==> src/rtl/pc_sequencer.sv <==
`default_nettype none
// ============================================================================
// Module   : pc_sequencer
// Purpose  : KGP-RISC program-counter stage feeding instruction fetch.
//            Handles sequential advance, redirect, stall and sticky halt.
//            Optional macro PC_MISALIGN_TRAP_EN enables the FAULT state.
// Revision : 1.0 - initial release
// ============================================================================
module pc_sequencer #(
  parameter int                  PC_WIDTH  = 12,
  parameter logic [PC_WIDTH-1:0] RESET_PC  = '0,
  parameter int                  STEP      = 4,
  parameter int                  CNT_WIDTH = 16
) (
  input  logic                 clk,
  input  logic                 rst,
  input  logic                 stall,
  input  logic                 branch_valid,
  input  logic [PC_WIDTH-1:0]  branch_target,
  input  logic                 halt,
  output logic [PC_WIDTH-1:0]  pc,
  output logic [PC_WIDTH-1:0]  pc_plus4,
  output logic                 fetch_valid,
  output logic                 halted,
  output logic                 fault,
  output logic [CNT_WIDTH-1:0] redirect_count
);

  localparam logic [2:0] S_BOOT   = 3'd0;
  localparam logic [2:0] S_RUN    = 3'd1;
  localparam logic [2:0] S_BUBBLE = 3'd2;
  localparam logic [2:0] S_HALT   = 3'd3;
`ifdef PC_MISALIGN_TRAP_EN
  localparam logic [2:0] S_FAULT  = 3'd4;
`endif

  localparam logic [PC_WIDTH-1:0]  c_STEP       = PC_WIDTH'(STEP);
  localparam logic [PC_WIDTH-1:0]  c_ALIGN_MASK = ~(PC_WIDTH'(3));
  localparam logic [CNT_WIDTH-1:0] c_CNT_ONE    = CNT_WIDTH'(1);

  logic [2:0]           state_q, state_d;
  logic [PC_WIDTH-1:0]  pc_q, pc_d;
  logic                 valid_q, valid_d;
  logic                 halted_q, halted_d;
  logic [CNT_WIDTH-1:0] cnt_q, cnt_d;
  logic [CNT_WIDTH-1:0] w_cnt_inc;
  logic [PC_WIDTH-1:0]  w_pc_seq;
`ifdef PC_MISALIGN_TRAP_EN
  logic                 fault_q, fault_d;
  logic                 w_misaligned;

  assign w_misaligned = |branch_target[1:0];
`endif

  assign w_pc_seq  = pc_q + c_STEP;
  assign w_cnt_inc = (&cnt_q) ? cnt_q : (cnt_q + c_CNT_ONE);

  always_comb begin
    state_d  = state_q;
    pc_d     = pc_q;
    valid_d  = valid_q;
    halted_d = halted_q;
    cnt_d    = cnt_q;
`ifdef PC_MISALIGN_TRAP_EN
    fault_d  = fault_q;
`endif
    case (state_q)
      S_BOOT: begin
        state_d = S_RUN;
        valid_d = 1'b1;
      end
      S_RUN, S_BUBBLE: begin
        if (halt) begin
          state_d  = S_HALT;
          halted_d = 1'b1;
          valid_d  = 1'b0;
        end else if (branch_valid) begin
          // Redirects win over stall so a taken branch is never lost.
          cnt_d   = w_cnt_inc;
          valid_d = 1'b0;
`ifdef PC_MISALIGN_TRAP_EN
          if (w_misaligned) begin
            state_d = S_FAULT;
            pc_d    = branch_target;
            fault_d = 1'b1;
          end else begin
            state_d = S_BUBBLE;
            pc_d    = branch_target & c_ALIGN_MASK;
          end
`else
          state_d = S_BUBBLE;
          pc_d    = branch_target & c_ALIGN_MASK;
`endif
        end else if (stall) begin
          state_d = state_q;
        end else if (state_q == S_BUBBLE) begin
          state_d = S_RUN;
          valid_d = 1'b1;
        end else begin
          pc_d = w_pc_seq;
        end
      end
      S_HALT: begin
        state_d = S_HALT;
      end
`ifdef PC_MISALIGN_TRAP_EN
      S_FAULT: begin
        state_d = S_FAULT;
      end
`endif
      default: begin
        state_d  = S_BOOT;
        pc_d     = RESET_PC;
        valid_d  = 1'b0;
        halted_d = 1'b0;
      end
    endcase
  end

  always_ff @(posedge clk or negedge rst) begin
    if (!rst) begin
      state_q  <= S_BOOT;
      pc_q     <= RESET_PC;
      valid_q  <= 1'b0;
      halted_q <= 1'b0;
      cnt_q    <= '0;
`ifdef PC_MISALIGN_TRAP_EN
      fault_q  <= 1'b0;
`endif
    end else begin
      state_q  <= state_d;
      pc_q     <= pc_d;
      valid_q  <= valid_d;
      halted_q <= halted_d;
      cnt_q    <= cnt_d;
`ifdef PC_MISALIGN_TRAP_EN
      fault_q  <= fault_d;
`endif
    end
  end

  assign pc             = pc_q;
  assign pc_plus4       = w_pc_seq;
  assign fetch_valid    = valid_q;
  assign halted         = halted_q;
  assign redirect_count = cnt_q;
`ifdef PC_MISALIGN_TRAP_EN
  assign fault          = fault_q;
`else
  assign fault          = 1'b0;
`endif

endmodule
`default_nettype wire

==> config.mk <==
export PLATFORM = sky130hd
export DESIGN_NAME = pc_sequencer
export DESIGN_NICKNAME = d
export VERILOG_FILES = /design/src/rtl/pc_sequencer.sv
export SDC_FILE = /design/constraint.sdc
export NUM_CORES = 1
export LEC_CHECK = 0
export ABC_AREA = 1
export CORE_UTILIZATION = 50
export CTS_CLUSTER_DIAMETER = 30
export DETAILED_ROUTE_END_ITERATION = 7
export GPL_ROUTABILITY_DRIVEN = 0
export PLACE_DENSITY = 0.84
export SYNTH_ARGS = -nofsm -noshare
export SYNTH_HDL_FRONTEND = slang
export SYNTH_SLANG_ARGS = --single-unit
==> constraint.sdc <==
create_clock -name clk -period 4.7 [get_ports clk]
set_clock_uncertainty 0.2 [all_clocks]
set_input_delay 0.705 -clock clk [delete_from_list [all_inputs] [get_ports clk]]
set_output_delay 0.705 -clock clk [all_outputs]
set_load 0.005 [all_outputs]
==> results of run 1 <==
-- worst paths after layout --
path                                  from                end  slack [ns]  depth (start not counted)
worst min register to register      halted             halted        0.28                          2
max in group asynchronous              rst  redirect_count[8]        3.41                          2
worst max register to register  state_q[1]              pc[5]        2.28                          8
worst max-delay path                 pc[2]       pc_plus4[10]        1.74                          6
min in group asynchronous              rst  redirect_count[1]        0.61                          2
worst min-delay path                halted             halted        0.28                          2
-- logic make-up (layout without fill, tap and decap cells) --
family / Yosys count / count (layout) / share of synthesized area
flops: 30 / 30 / 0.363
fa+ha+maj: 7 / 7 / 0.0423
simple gates: 187 / 187 / 0.397
buf+inv: 35 / 85 / 0.0895
compound gates: 23 / 23 / 0.0599
xor+xnor: 11 / 11 / 0.0466
other cells: 1 / 5 / 0.00181
-- synth_stat cells, types with 4 or more instances --
cell	instances	share of area
ha_1	7	0.042
nand3b_1	4	0.015
nor2_1	39	0.071
xnor2_1	4	0.017
xor2_1	7	0.030
dfrtp_1	30	0.36
nand4_1	5	0.015
inv_1	23	0.042
buf_4	5	0.018
nand3_1	12	0.029
a21oi_1	13	0.031
nand2_1	106	0.19
nand2_2	16	0.048
-- through the flow --
stage          setup slack (ns)  hold WS [ns]
2_1_floorplan              2.63         0.209
3_3_place_gp               1.71         0.248
3_5_place_dp               1.70         0.257
4_1_cts                    1.72         0.271
5_1_grt                    1.54         0.298
6_report                   1.74         0.279
-- report_power, final --
group / leakage, nW / switching [W] / internal [W] / total (W)
sequential: 0.372 / 0.000123 / 0.000346 / 0.000469
combinational: 0.872 / 0.000395 / 0.000425 / 0.000820
clock: 0.0383 / 0.0000942 / 0.000102 / 0.000196
-- layer usage --
metal,routed length [um],part of all wire,global-route usage,vias to the layer above
li1,-,-,-,1016
met1,2090,0.45,0.302,919
met2,2190,0.48,0.365,59
met3,188,0.041,0.0569,10
met4,127,0.028,0.117,0
met5,0,0,0,-
-- state kept, by name, indices dropped and copies added, names as in the netlist --
| signal | count |
|---|---|
| state_q | 2 |
| redirect_count | 16 |
| fetch_valid | 1 |
| pc | 10 |
| halted | 1 |
-- cell type report --
| cell class | count | area [um^2] | area share |
|---|---|---|---|
| repair buffers | 53 | 528 | 0.198 |
| clock buffers | 7 | 76.3 | 0.0287 |
| well taps | 50 | 62.6 | 0.0235 |
| flip-flops and latches | 30 | 751 | 0.282 |
| multi-input cells | 233 | 1150 | 0.431 |
| inverters | 25 | 96.3 | 0.0362 |
-- worst max-delay path, stage by stage, from the launching register on --
cell,delay [ns]
dfrtp_1,0.45
ha_1,0.23
nand3_1,0.13
nor2_1,0.23
nand3b_1,0.14
nand2_1,0.09
clkdlybuf4s50_1,0.50
==> flow_summary.ini, run 1 <==
[final_layout]
drive_above_1_share = 0.0833
fin_util = 0.670
final_nets = 372
syn_to_final_growth_pct = 28.7
diodes = 0
num-fill-cells = 324
final_common_cell = nand2_1
layout_common_cells = 106 x nand2_1, 52 x clkdlybuf4s50_1, 39 x nor2_1
design_area_um2 = 2660
finalNonFillerCells = 398

[clock_network]
h-tree-depth = 2
clk_pin_slew_ns = 0.06
numCtsBuffers = 5
cts_tree = done
hold_buffers = 0
numClockSinks = 30
cts_setup_buffers = 0
cts_buffer_depth = 2
clk_latency_ns = 0.28
ctsResizeCount = 0
cts_root_buffer = clkbuf_8

[critical_path]
arrival_ns = 2.05
crit_path_max_fanout = 7
cp.required_ns = 3.80
cp-start-kind = flip-flop
crit_type = flip-flop to primary output
cp-end-kind = primary output

[sta]
max_freq_mhz = 338
worstMarginPinSlew_ns = 0.902
hold_viol = 0
rsz0062_at_grt = false
setup_tns_ns = 0
period_needed_ns = 2.96
drv_slew = 0
slew_headroom = 0.395
post-route-period-util = 0.629
setup_viol = 0

[grt]
grt_max_degree = 31
grt_pass1_vias = 1773
grtUsageTotal = 0.235
globalRouteOverflowTotal = 0
antenna_found_initial = 0
grt_pass1_wl_um = 7730

[floorplan]
die_h_um = 66.3
boundaryPins = 60
row_count = 23
die_w_um = 66.3
initial_core_util = 0.521
coreArea_um2 = 3970
die_area_um2 = 4400

[synth]
yosysUniqueCellTypes = 31
yosysWarnings = 0
syn_inst = 294
synth_seq_cells = 30
synth_edf_count = 0
async_flop_share = 1.00
ys_seq_area_frac = 0.363
netlist_area_um2 = 2070
synthFlopType = dfrtp_1
syn_avg_cell_area_um2 = 7.03

[power_and_ir_drop]
p_leak_nw = 1.28
powerDensity_nw_per_um2 = 558
total_power_w = 0.00149
peakVddDrop_uv = 373

[routing]
first_pass_iters = 4
vias = 2004
routedWlPerCell_um = 11.5
post-route-drc-count = 0
ant_nets = 0
drtIter0Drc = 111
vias_per_cell = 5.04
routed_wl_um = 4590

[placed_design]
hpwlAfterDp_um = 3390
placed_cells = 391
io_buffers = 52
dpl-instance-area_um2 = 2580

[flow_run]
max_cap_violations = 0

[status]
status = finished clean

[min_path]
hold_class = flip-flop to flip-flop
No activity file was read; power rests on OpenSTA's default activity.
==> inputs of run 2 (changes only) <==
--- a/config.mk
+++ b/config.mk
@@ -6,11 +6,11 @@
 export NUM_CORES = 1
 export LEC_CHECK = 0
 export ABC_AREA = 1
-export CORE_UTILIZATION = 50
+export CORE_UTILIZATION = 43
 export CTS_CLUSTER_DIAMETER = 30
 export DETAILED_ROUTE_END_ITERATION = 7
 export GPL_ROUTABILITY_DRIVEN = 0
-export PLACE_DENSITY = 0.84
+export PLACE_DENSITY = 0.76
 export SYNTH_ARGS = -nofsm -noshare
 export SYNTH_HDL_FRONTEND = slang
 export SYNTH_SLANG_ARGS = --single-unit
==> constraint.sdc (replaced) <==
create_clock -name clk -period 2.5 [get_ports clk]
set_clock_uncertainty 0.2 [all_clocks]
set_input_delay 0.375 -clock clk [delete_from_list [all_inputs] [get_ports clk]]
set_output_delay 0.375 -clock clk [all_outputs]
set_load 0.005 [all_outputs]
==> run 2 against run 1 <==
  * The flow now finishes with violations (DRC)
  * Register-to-register slack worse by 1.7 ns
  * Setup slack worse by 1.6 ns
  * First-iteration DRC count is 23% higher
  * Sequential power is 88% higher
  * Sequential cell count stayed put
  * Critical path depth stayed put
  * Core utilization is 5.9 points lower
  * Design area is 2.8% higher
  * Clock-buffer cell count stayed put
  * Critical endpoint is now pc_plus4[8]
  * Highest routed layer unchanged
==> flow_summary.ini, run 2 (synthesis gave the netlist of run 1 again) <==
[status]
status = finished, violations left
violations = DRC

[floorplan]
coreArea_um2 = 4470
initial_core_util = 0.462
die_h_um = 71.4
die_area_um2 = 5090
row_count = 24
boundaryPins = 60
die_w_um = 71.4

[grt]
grtUsageTotal = 0.208
grt_pass1_wl_um = 8220
grt_pass1_vias = 1800
antenna_found_initial = 0
globalRouteOverflowTotal = 0
grt_max_degree = 31

[critical_path]
reg2reg_from = state_q[0]
r2r_end = redirect_count[11]
ff2ff_setup_slack_ns = 0.60
r2r_cells = 7
cp-start-kind = flip-flop
arrival_ns = 1.82
crit_path_max_fanout = 4
cp.required_ns = 1.92
crit_type = flip-flop to primary output
cp-end-kind = primary output

[sta]
setup_viol = 0
drv_slew = 0
post-route-period-util = 0.959
period_needed_ns = 2.40
max_freq_mhz = 417
hold_viol = 0

[placed_design]
dpl-instance-area_um2 = 2610
io_buffers = 52
hpwlAfterDp_um = 3500

[clock_network]
cts_root_buffer = clkbuf_8
hold_buffers = 0
h-tree-depth = 2
clk_pin_slew_ns = 0.06
numCtsBuffers = 5
cts_tree = done
cts_buffer_depth = 2
clk_latency_ns = 0.29
numClockSinks = 30

[power_and_ir_drop]
powerDensity_nw_per_um2 = 1050
p_leak_nw = 1.31
peakVddDrop_uv = 610

[final_layout]
layout_common_cells = 106 x nand2_1, 52 x clkdlybuf4s50_1, 37 x nor2_1
multi_input_area_um2 = 1160
design_area_um2 = 2740
final_nets = 379
num-fill-cells = 404
drive_above_1_share = 0.118
seqCellArea_um2 = 753
final_common_cell = nand2_1
largest_reg_flops = 16
fin_util = 0.612
syn_to_final_growth_pct = 32.3
diodes = 0

[routing]
drtIter0Drc = 137
post-route-drc-count = 1
routedWlPerCell_um = 11.9
ant_nets = 0
first_pass_iters = 6
vias = 2017
vias_per_cell = 4.96
routed_wl_um = 4820

[min_path]
min_from = halted
min_to = halted
holdPathStages = 2
hold_class = flip-flop to flip-flop

[flow_run]
max_cap_violations = 0
run 2: cell type report:
type,instances,area share
Tap cell,52,0.0238
Sequential cell,30,0.275
Inverter,25,0.0352
Multi-Input combinational cell,233,0.426
Clock buffer,7,0.0279
Timing Repair Buffer,60,0.212
run 2: power by group:
part | switching [W] | total [W] | internal, W | leakage, nW
Combinational | 0.000772 | 0.00163 | 0.000855 | 0.905
Clock | 0.000180 | 0.000371 | 0.000191 | 0.0383
Sequential | 0.000230 | 0.000884 | 0.000654 | 0.371
Total | 0.00118 | 0.00288 | 0.00170 | 1.31
run 2: critical path: stages (launching register included):
cell and delay [ns]:
dfrtp_2 0.39, ha_2 0.20, nand3_2 0.12, nor2_4 0.13, xor2_1 0.19, inv_1 0.06
clkdlybuf4s50_1 0.44
run 2: per-stage QoR:
step / setup slack (ns) / power, W / setup TNS (ns) / cells / hold slack (ns)
after global placement: 0.256 / 0.00240 / 0 / 396 / 0.247
after global routing: -0.000336 / 0.00312 / -0.000336 / 407 / 0.298
after floorplan: 0.759 / 0.00175 / 0 / 298 / -0.121
final: 0.103 / 0.00288 / 0 / 407 / 0.274
after CTS: 0.0116 / 0.00286 / 0 / 406 / 0.280
after detailed placement: 0.215 / 0.00244 / 0 / 396 / 0.265
run 2: worst max path at each step:
stage	from	to	slack, ns
6_report	pc[2]	pc_plus4[8]	0.10
5_1_grt	pc[2]	pc_plus4[10]	-0.0003
4_1_cts	pc[2]	pc_plus4[8]	0.01
3_5_place_dp	pc[2]	pc_plus4[8]	0.22
3_3_place_gp	pc[2]	pc_plus4[10]	0.26
2_1_floorplan	state_q[0]	pc[10]	0.76
run 2: metal layers:
| metal | routed length (um) | track usage | up-vias |
|---|---|---|---|
| met4 | 77 | 0.0844 | 0 |
| met2 | 2350 | 0.329 | 49 |
| li1 | - | - | 1032 |
| met5 | 0 | 0 | - |
| met1 | 2180 | 0.273 | 931 |
| met3 | 219 | 0.0534 | 5 |
run 2: repair_timing:
action | in CTS | in global routing
buffers inserted | 3 | 1
resized for setup | 2 | 5
pin swaps | 1 | 2
setup endpoints to repair | 2 | 5
==> inputs of run 3 (changes only) <==
--- a/config.mk
+++ b/config.mk
@@ -11,6 +11,7 @@
 export DETAILED_ROUTE_END_ITERATION = 7
 export GPL_ROUTABILITY_DRIVEN = 0
 export PLACE_DENSITY = 0.76
+export SLEW_MARGIN = 15
 export SYNTH_ARGS = -nofsm -noshare
 export SYNTH_HDL_FRONTEND = slang
 export SYNTH_SLANG_ARGS = --single-unit
==> results of run 3 <==
No change in the layout: final DEF, timing and power equal those of run 2.
